### src/rtl/dcache_pkg.sv
// -----------------------------------------------------------------------------
// dcache_pkg
// Shared types and helpers for the write-through data cache controller:
//   state_e       controller FSM states
//   W_EN_*        CPU/SRAM write-enable encodings (0000 read, 0001 byte,
//                 0011 half, 1111 word)
//   is_legal_w_en true for the four defined encodings
//   is_aligned    true when the access does not straddle a 32-bit word
//   merge_bytes   merges right-aligned store data into a cached word
// -----------------------------------------------------------------------------
package dcache_pkg;

   typedef enum logic [1:0] {
      ST_IDLE   = 2'd0,
      ST_REFILL = 2'd1,
      ST_BYPASS = 2'd2,
      ST_WRITE  = 2'd3
   } state_e;

   localparam logic [3:0] W_EN_READ = 4'b0000;
   localparam logic [3:0] W_EN_BYTE = 4'b0001;
   localparam logic [3:0] W_EN_HALF = 4'b0011;
   localparam logic [3:0] W_EN_WORD = 4'b1111;

   function automatic logic is_legal_w_en(input logic [3:0] w_en);
      logic legal;
      case (w_en)
         W_EN_READ, W_EN_BYTE, W_EN_HALF, W_EN_WORD: legal = 1'b1;
         default:                                    legal = 1'b0;
      endcase
      return legal;
   endfunction

   // Reads are treated as word accesses; undefined encodings are never aligned.
   function automatic logic is_aligned(input logic [3:0] w_en, input logic [1:0] offset);
      logic aligned;
      case (w_en)
         W_EN_READ: aligned = (offset == 2'b00);
         W_EN_WORD: aligned = (offset == 2'b00);
         W_EN_HALF: aligned = (offset[0] == 1'b0);
         W_EN_BYTE: aligned = 1'b1;
         default:   aligned = 1'b0;
      endcase
      return aligned;
   endfunction

   // Store data is right-aligned; shift it and its byte mask up to the offset.
   function automatic logic [31:0] merge_bytes(input logic [31:0] old_word,
                                               input logic [31:0] wdata,
                                               input logic [3:0]  w_en,
                                               input logic [1:0]  offset);
      logic [31:0] mask;
      logic [4:0]  shamt;
      case (w_en)
         W_EN_WORD: mask = 32'hFFFF_FFFF;
         W_EN_HALF: mask = 32'h0000_FFFF;
         W_EN_BYTE: mask = 32'h0000_00FF;
         default:   mask = 32'h0000_0000;
      endcase
      shamt = {offset, 3'b000};
      mask  = mask << shamt;
      return (old_word & ~mask) | ((wdata << shamt) & mask);
   endfunction

endpackage

### src/rtl/dcache_array.sv
// -----------------------------------------------------------------------------
// dcache_array
// Tag, valid and data storage of the direct-mapped cache.
//   clk, rst                       clock, synchronous clear of all valid bits
//   lk_index/lk_word/lk_tag        primary lookup -> lk_hit, lk_data (comb)
//   lk2_index/lk2_tag              secondary tag probe -> lk2_hit (comb)
//   wr_en/wr_index/wr_word/wr_data one data word write
//   set_valid/set_index/set_tag    install a tag and mark the line valid
//   inv_en/inv_index, inv2_en/inv2_index  clear valid of up to two lines
// -----------------------------------------------------------------------------
module dcache_array
   import dcache_pkg::*;
#(
   parameter  int LINES = 16,
   parameter  int WPL   = 4,
   parameter  int TAG_W = 8,
   localparam int IDX_W = $clog2(LINES),
   localparam int WRD_W = $clog2(WPL)
) (
   input  logic             clk,
   input  logic             rst,
   input  logic [IDX_W-1:0] lk_index,
   input  logic [WRD_W-1:0] lk_word,
   input  logic [TAG_W-1:0] lk_tag,
   output logic             lk_hit,
   output logic [31:0]      lk_data,
   input  logic [IDX_W-1:0] lk2_index,
   input  logic [TAG_W-1:0] lk2_tag,
   output logic             lk2_hit,
   input  logic             wr_en,
   input  logic [IDX_W-1:0] wr_index,
   input  logic [WRD_W-1:0] wr_word,
   input  logic [31:0]      wr_data,
   input  logic             set_valid,
   input  logic [IDX_W-1:0] set_index,
   input  logic [TAG_W-1:0] set_tag,
   input  logic             inv_en,
   input  logic [IDX_W-1:0] inv_index,
   input  logic             inv2_en,
   input  logic [IDX_W-1:0] inv2_index
);

   logic [LINES-1:0] valid_r;
   logic [TAG_W-1:0] tag_r  [LINES];
   logic [31:0]      data_r [LINES][WPL];

   // Combinational lookups.
   always_comb begin
      lk_hit  = valid_r[lk_index] && (tag_r[lk_index] == lk_tag);
      lk_data = data_r[lk_index][lk_word];
      lk2_hit = valid_r[lk2_index] && (tag_r[lk2_index] == lk2_tag);
   end

   // Valid bits: reset clears everything, so an interrupted refill never survives.
   always_ff @(posedge clk) begin
      if (rst) begin
         valid_r <= '0;
      end else begin
         if (inv_en)    valid_r[inv_index]  <= 1'b0;
         if (inv2_en)   valid_r[inv2_index] <= 1'b0;
         if (set_valid) valid_r[set_index]  <= 1'b1;
      end
   end

   // Tag storage, qualified by the valid bits.
   always_ff @(posedge clk) begin
      if (set_valid) tag_r[set_index] <= set_tag;
   end

   // Data storage, qualified by the valid bits.
   always_ff @(posedge clk) begin
      if (wr_en) data_r[wr_index][wr_word] <= wr_data;
   end

endmodule

### src/rtl/dcache_wt_ctrl.sv
// -----------------------------------------------------------------------------
// dcache_wt_ctrl
// Direct-mapped, write-through, no-write-allocate data cache controller.
//   clk, rst          clock, synchronous active-high reset
//   req_valid/ready   CPU request handshake (ready only in IDLE, not in rst)
//   req_w_en          0000 read, 0001/0011/1111 byte/half/word write
//   req_addr          byte address
//   req_wdata         right-aligned store data
//   resp_valid        one-cycle pulse per accepted request
//   resp_rdata        load data (0 for writes)
//   mem_w_en/mem_address/mem_write_data  SRAM initiator outputs
//   mem_read_data     SRAM combinational read data
// Address layout: {tag, index, word, offset[1:0]}.
// -----------------------------------------------------------------------------
module dcache_wt_ctrl
   import dcache_pkg::*;
#(
   parameter int LINES          = 16,
   parameter int WORDS_PER_LINE = 4,
   parameter int ADDR_W         = 16
) (
   input  logic              clk,
   input  logic              rst,
   input  logic              req_valid,
   output logic              req_ready,
   input  logic [3:0]        req_w_en,
   input  logic [ADDR_W-1:0] req_addr,
   input  logic [31:0]       req_wdata,
   output logic              resp_valid,
   output logic [31:0]       resp_rdata,
   output logic [3:0]        mem_w_en,
   output logic [ADDR_W-1:0] mem_address,
   output logic [31:0]       mem_write_data,
   input  logic [31:0]       mem_read_data
);

   localparam int IDX_W      = $clog2(LINES);
   localparam int WRD_W      = $clog2(WORDS_PER_LINE);
   localparam int LINE_LSB   = WRD_W + 2;
   localparam int UPPER_W    = ADDR_W - LINE_LSB;
   localparam int TAG_W      = UPPER_W - IDX_W;
   localparam int LINE_BYTES = WORDS_PER_LINE * 4;

   state_e              state_r, state_n;
   logic [WRD_W-1:0]    cnt_r, cnt_n, cnt_inc_s;
   logic [31:0]         word_buf_r, word_buf_n;
   logic [ADDR_W-1:0]   addr_r;
   logic [3:0]          w_en_r;
   logic [31:0]         wdata_r;
   logic                resp_valid_r, resp_valid_n;
   logic [31:0]         resp_rdata_r, resp_rdata_n;
   logic [3:0]          mem_w_en_r, mem_w_en_n;
   logic [ADDR_W-1:0]   mem_address_r, mem_address_n;
   logic [31:0]         mem_write_data_r, mem_write_data_n;
   logic                accept_s;

   // Fields of the latched address.
   logic [TAG_W-1:0]    a_tag_s;
   logic [IDX_W-1:0]    a_idx_s;
   logic [WRD_W-1:0]    a_word_s;
   logic [1:0]          a_off_s;

   // Lookup port: request address while idle, latched address otherwise.
   logic [ADDR_W-3:0]   lk_line_s;
   logic                lk_hit_s, lk2_hit_s;
   logic [31:0]         lk_data_s;

   // Line of addr+3: only the line part changes, by a carry out of the line.
   logic                p3_carry_s;
   logic [UPPER_W-1:0]  p3_upper_s;

   // Array control.
   logic                wr_en_s, set_valid_s, inv_en_s, inv2_en_s;
   logic [WRD_W-1:0]    wr_word_s;
   logic [31:0]         wr_data_s;

   assign req_ready      = (state_r == ST_IDLE) && !rst;
   assign accept_s       = req_valid && req_ready;
   assign resp_valid     = resp_valid_r;
   assign resp_rdata     = resp_rdata_r;
   assign mem_w_en       = mem_w_en_r;
   assign mem_address    = mem_address_r;
   assign mem_write_data = mem_write_data_r;

   // Address decomposition and addr+3 line computation.
   always_comb begin
      a_tag_s    = addr_r[ADDR_W-1 -: TAG_W];
      a_idx_s    = addr_r[LINE_LSB +: IDX_W];
      a_word_s   = addr_r[2 +: WRD_W];
      a_off_s    = addr_r[1:0];
      lk_line_s  = (state_r == ST_IDLE) ? req_addr[ADDR_W-1:2] : addr_r[ADDR_W-1:2];
      p3_carry_s = (addr_r[LINE_LSB-1:0] > LINE_LSB'(LINE_BYTES - 4));
      p3_upper_s = addr_r[ADDR_W-1:LINE_LSB] + UPPER_W'(p3_carry_s);
      cnt_inc_s  = cnt_r + WRD_W'(1);
   end

   dcache_array #(
      .LINES (LINES),
      .WPL   (WORDS_PER_LINE),
      .TAG_W (TAG_W)
   ) u_array (
      .clk        (clk),
      .rst        (rst),
      .lk_index   (lk_line_s[WRD_W +: IDX_W]),
      .lk_word    (lk_line_s[WRD_W-1:0]),
      .lk_tag     (lk_line_s[ADDR_W-3 -: TAG_W]),
      .lk_hit     (lk_hit_s),
      .lk_data    (lk_data_s),
      .lk2_index  (p3_upper_s[IDX_W-1:0]),
      .lk2_tag    (p3_upper_s[UPPER_W-1 -: TAG_W]),
      .lk2_hit    (lk2_hit_s),
      .wr_en      (wr_en_s),
      .wr_index   (a_idx_s),
      .wr_word    (wr_word_s),
      .wr_data    (wr_data_s),
      .set_valid  (set_valid_s),
      .set_index  (a_idx_s),
      .set_tag    (a_tag_s),
      .inv_en     (inv_en_s),
      .inv_index  (a_idx_s),
      .inv2_en    (inv2_en_s),
      .inv2_index (p3_upper_s[IDX_W-1:0])
   );

   // Next-state, next-output and cache-update decisions.
   always_comb begin
      state_n          = state_r;
      cnt_n            = cnt_r;
      word_buf_n       = word_buf_r;
      resp_valid_n     = 1'b0;
      resp_rdata_n     = 32'h0000_0000;
      mem_w_en_n       = W_EN_READ;
      mem_address_n    = '0;
      mem_write_data_n = 32'h0000_0000;
      wr_en_s          = 1'b0;
      wr_word_s        = a_word_s;
      wr_data_s        = 32'h0000_0000;
      set_valid_s      = 1'b0;
      inv_en_s         = 1'b0;
      inv2_en_s        = 1'b0;
      case (state_r)
         ST_IDLE: begin
            if (accept_s) begin
               if (req_w_en != W_EN_READ) begin
                  state_n          = ST_WRITE;
                  mem_w_en_n       = req_w_en;
                  mem_address_n    = req_addr;
                  mem_write_data_n = req_wdata;
               end else if (!is_aligned(req_w_en, req_addr[1:0])) begin
                  state_n       = ST_BYPASS;
                  mem_address_n = req_addr;
               end else if (lk_hit_s) begin
                  resp_valid_n = 1'b1;
                  resp_rdata_n = lk_data_s;
               end else begin
                  state_n       = ST_REFILL;
                  cnt_n         = '0;
                  mem_address_n = {req_addr[ADDR_W-1:LINE_LSB], {WRD_W{1'b0}}, 2'b00};
               end
            end else begin
               state_n = ST_IDLE;
            end
         end
         ST_REFILL: begin
            wr_en_s   = 1'b1;
            wr_word_s = cnt_r;
            wr_data_s = mem_read_data;
            if (cnt_r == a_word_s) begin
               word_buf_n = mem_read_data;
            end else begin
               word_buf_n = word_buf_r;
            end
            if (cnt_r == WRD_W'(WORDS_PER_LINE - 1)) begin
               set_valid_s  = 1'b1;
               state_n      = ST_IDLE;
               resp_valid_n = 1'b1;
               resp_rdata_n = (cnt_r == a_word_s) ? mem_read_data : word_buf_r;
            end else begin
               cnt_n         = cnt_inc_s;
               mem_address_n = {addr_r[ADDR_W-1:LINE_LSB], cnt_inc_s, 2'b00};
            end
         end
         ST_BYPASS: begin
            state_n      = ST_IDLE;
            resp_valid_n = 1'b1;
            resp_rdata_n = mem_read_data;
         end
         ST_WRITE: begin
            state_n      = ST_IDLE;
            resp_valid_n = 1'b1;
            if (!is_legal_w_en(w_en_r)) begin
               wr_en_s = 1'b0;
            end else if (is_aligned(w_en_r, a_off_s)) begin
               // Merge lands at the same edge as the SRAM write.
               wr_en_s   = lk_hit_s;
               wr_data_s = merge_bytes(lk_data_s, wdata_r, w_en_r, a_off_s);
            end else begin
               // Straddling store: drop any cached copy of either end.
               inv_en_s  = lk_hit_s;
               inv2_en_s = lk2_hit_s;
            end
         end
         default: begin
            state_n = ST_IDLE;
         end
      endcase
   end

   // State, output and request-latch registers.
   always_ff @(posedge clk) begin
      if (rst) begin
         state_r          <= ST_IDLE;
         cnt_r            <= '0;
         word_buf_r       <= 32'h0000_0000;
         addr_r           <= '0;
         w_en_r           <= W_EN_READ;
         wdata_r          <= 32'h0000_0000;
         resp_valid_r     <= 1'b0;
         resp_rdata_r     <= 32'h0000_0000;
         mem_w_en_r       <= W_EN_READ;
         mem_address_r    <= '0;
         mem_write_data_r <= 32'h0000_0000;
      end else begin
         state_r          <= state_n;
         cnt_r            <= cnt_n;
         word_buf_r       <= word_buf_n;
         resp_valid_r     <= resp_valid_n;
         resp_rdata_r     <= resp_rdata_n;
         mem_w_en_r       <= mem_w_en_n;
         mem_address_r    <= mem_address_n;
         mem_write_data_r <= mem_write_data_n;
         if (accept_s) begin
            addr_r  <= req_addr;
            w_en_r  <= req_w_en;
            wdata_r <= req_wdata;
         end
      end
   end

endmodule

### config.mk
export PLATFORM = sky130hd
export DESIGN_NAME = dcache_wt_ctrl
export DESIGN_NICKNAME = d
export VERILOG_FILES = /design/src/rtl/dcache_pkg.sv /design/src/rtl/dcache_array.sv /design/src/rtl/dcache_wt_ctrl.sv
export SDC_FILE = /design/constraint.sdc
export NUM_CORES = 2
export LEC_CHECK = 0
export CORE_MARGIN = 1
export CORE_UTILIZATION = 58
export CTS_CLUSTER_SIZE = 40
export DETAILED_ROUTE_END_ITERATION = 6
export PLACE_DENSITY = 0.76
export SLEW_MARGIN = 25
export SYNTH_ARGS = -nofsm -noshare
export SYNTH_HDL_FRONTEND = slang
export SYNTH_SLANG_ARGS = --single-unit
### constraint.sdc
create_clock -name clk -period 8.1 [get_ports clk]
set_clock_uncertainty 0.2 [all_clocks]
set_input_delay 0.81 -clock clk [delete_from_list [all_inputs] [get_ports clk]]
set_output_delay 0.81 -clock clk [all_outputs]
set_load 0.02 [all_outputs]
==> metrics.md <==
| Metric | Value |
|---|---|
| Max Cap Viol | `0` |
| Drt wl/cell | `32.4 um` |
| Library cells used by synthesis | `72` |
| Async SR Flop Fraction | `0%` |
| Clk buf depth | `3` |
| Vias in the first global route | `52.4k` |
| CORE AREA | `159000 sq um` |
| GRT Resource Usage Total | `31.1%` |
| Final nets | `5524` |
| Post-synth EDFFs | `2176` |
| H-tree level count | `4` |
| Commonest non-fill, non-tap cell in the layout | `edfxtp_1` |
| Origin of the worst setup path | `state_r[1]` |
| Share of cells above drive strength 1 | `21.4%` |
| Final hold viol count | `0` |
| Root buf cell | `clkbuf_16` |
| First DRT Iteration DRCs | `7777` |
| Post-synth net total | `5265` |
| Cts bufs inserted | `220` |
| Crit-path max cell delay | `790 ps` |
| Failing checks | `design-rule violations` |
| Ratio of final minimum period to clock period | `82.2%` |
| Final HPWL DP | `140000 um` |
| Mapped cell area | `93300 sq um` |
| Slew Viols, Final | `0` |
| I/O pin cnt | `173` |
| Setup tns final | `0 ps` |
| Tightest Hold Check Type | `in2reg` |
| Die X | `403 um` |
| Final setup violation count | `0` |
| Final min period | `6650 ps` |
| Worst endpoint required time | `8450 ps` |
| Ys Warns | `0` |
| Via Count | `53.1k` |
| R2R Setup Slk | `1450 ps` |
| Largest net degree at the start of global routing | `107` |
| FF-to-FF End | `u_array.data_r[2][44]` |
| Slowest cell on crit path | `nor2_4` |
| Post-synthesis sequential area ratio | `74.1%` |
| Critical-path cell list | `nor2_4, mux2_8, buf_4, buf_4, mux4_2, nand2_1, and3_1, a31oi_1, a32oi_1, nand2_1, mux2i_1, o21ai_4, buf_4` |
| Avg Inst Size Synth | `18.0 sq um` |
| Crit-path most repeated cell | `buf_4` |
| # Post-CTS Setup Buffers | `0` |
| Die area | `162000 sq um` |
| GR Overflow Total | `0` |
| RSZ-0062 raised after global routing | `false` |
| Clock transition at the registers of the reported paths | `70 ps` |
| WP data arrival | `7010 ps` |
| I/O Buffers | `172` |
| FMAX | `150 MHz` |
| CTS tree | `done` |
| Max FO, Critical Path | `57` |
| CP startpoint kind | `flop` |
| Crit end category | `flop` |
| Final WL | `251000 um` |
| Post-route ant nets | `0` |
| Fin cells | `7769` |
| Post-CTS sizing | `0` |
| Worst skew pair latency | `850 ps` |
| Leak | `34.7 nW` |
| Die Y | `403 um` |
| Initial antenna violation count | `9` |
| Synthesis-to-layout area growth | `13.3%` |
| Reg2Reg Launch Point | `state_r[1]` |
| DR vias/cell | `6.84` |
| Mapped Cells | `5175` |
| DRC | `2` |
| Worst-Margin Slew | `1170 ps` |
| Initial Utilization | `58.6%` |
| DP Cell Count | `7356` |
| Status | `finished with violations` |
| Routability Congestion | `0.889` |
| First-pass GRT wire length | `362000 um` |
| FF-to-FF path depth | `13` |
| Synth Flop Type | `edfxtp_1` |
| Post-CTS Hold Fix Bufs | `0` |
| Clock sinks | `2365` |
| Max VDD drop | `226 uV` |
| Slew Limit Headroom | `21.9%` |
| Drt first pass iters | `7` |
| Cell row count | `146` |
| Commonest cells after routing, fill and taps aside | `edfxtp_1 (2176), nand2_1 (836), mux4_2 (557)` |
| Synth Register Bits | `2365` |
| CP Capture Point | `u_array.data_r[2][44]` |
| Pwr/cell area | `246 nW/um^2` |
| Crit Path Class | `reg2reg` |
==> worst max-delay path: cells and delay by family, from the launching register on <==
| family | cells | cell delay (ps) |
|---|---|---|
| buffers and inverters | 3 | 1750 |
| flip-flops | 1 | 490 |
| multiplexers | 3 | 1320 |
| AND/OR/NAND/NOR | 4 | 1400 |
| AO/OA/AOI/OAI | 3 | 1030 |
==> stage by stage <==
| step | total power, mW | utilization (%) | area (sq um) | hold slack (ps) | setup slack [ps] |
|---|---|---|---|---|---|
| floorplan | 15.2 | - | 93300 | 236 | 1560 |
| global placement | 16.0 | 62.0 | 98600 | 241 | 1480 |
| detailed placement | 16.0 | 62.0 | 98700 | 247 | 1410 |
| CTS | 26.0 | 66.4 | 106000 | 162 | 1720 |
| global route | 26.6 | 66.4 | 106000 | 200 | 1380 |
| finish | 26.0 | 66.4 | 106000 | 216 | 1450 |
==> cell families (layout without fill, tap and decap cells) <==
kind of cell	after synthesis	count (layout)	synth area share, %
fa+ha+maj	3	3	0.0402
buf+inv	343	786	1.56
xor+xnor	22	22	0.215
simple gates	1351	1351	6.48
flops	2365	2365	74.1
mux	641	641	14.4
other cells	0	5	0
compound gates	450	450	3.26
==> worst min path at each step <==
stage | from | to | depth (start not counted)
3_3_place_gp | word_buf_r[3] | word_buf_r[3] | 2
3_5_place_dp | word_buf_r[16] | word_buf_r[16] | 2
5_1_grt | rst | cnt_r[1] | 2
4_1_cts | rst | cnt_r[0] | 2
2_1_floorplan | word_buf_r[0] | word_buf_r[0] | 2
6_report | rst | cnt_r[1] | 2
==> layout make-up <==
class	instances	area [sq um]
diodes	5	12.5
clock buffers	287	5890
clock inverters	119	1130
fillers	10000	53400
inverters	15	57.6
multi-input cells	2467	23400
flip-flops and latches	2365	69100
well taps	2146	2690
repair buffers	365	3390
==> report_power, final <==
part           internal [mW]  leakage [nW]  switching, mW
clock network           5.61          3.43           4.54
registers               13.4          22.1         0.0503
logic                  0.890          9.17           1.55
==> registers in the layout (all words and copies together), names as in the netlist <==
name	flops
u_array.tag_r	128
addr_r	16
u_array.data_r	2048
mem_write_data	32
cnt_r	2
resp_rdata	32
mem_address	16
u_array.valid_r	16
resp_valid	1
word_buf_r	32
w_en_r	4
state_r	2
wdata_r	32
mem_w_en	4
==> synthesized netlist by cell type, types with 57 or more instances <==
library cell / instances / share of area, %
a21oi_1: 100 / 0.54
a31oi_1: 70 / 0.47
a32oi_1: 66 / 0.62
and3_1: 78 / 0.52
buf_1: 59 / 0.24
buf_2: 88 / 0.47
clkbuf_1: 173 / 0.70
dfxtp_1: 189 / 4.1
edfxtp_1: 2176 / 70
mux2i_1: 78 / 0.84
mux4_2: 557 / 13
nand2_1: 836 / 3.4
nand3_1: 150 / 0.80
nor2_1: 57 / 0.23
nor3_1: 74 / 0.40
==> layer usage <==
layer | routed length [um] | part of all wire [%] | GRT usage (%)
met1 | 90400 | 36 | 43.0
met2 | 117000 | 47 | 47.8
met3 | 34100 | 14 | 8.47
met4 | 9580 | 3.8 | 11.5
met5 | 23 | 0.0091 | 0
Note: power is estimated with default switching activity, not from simulation.
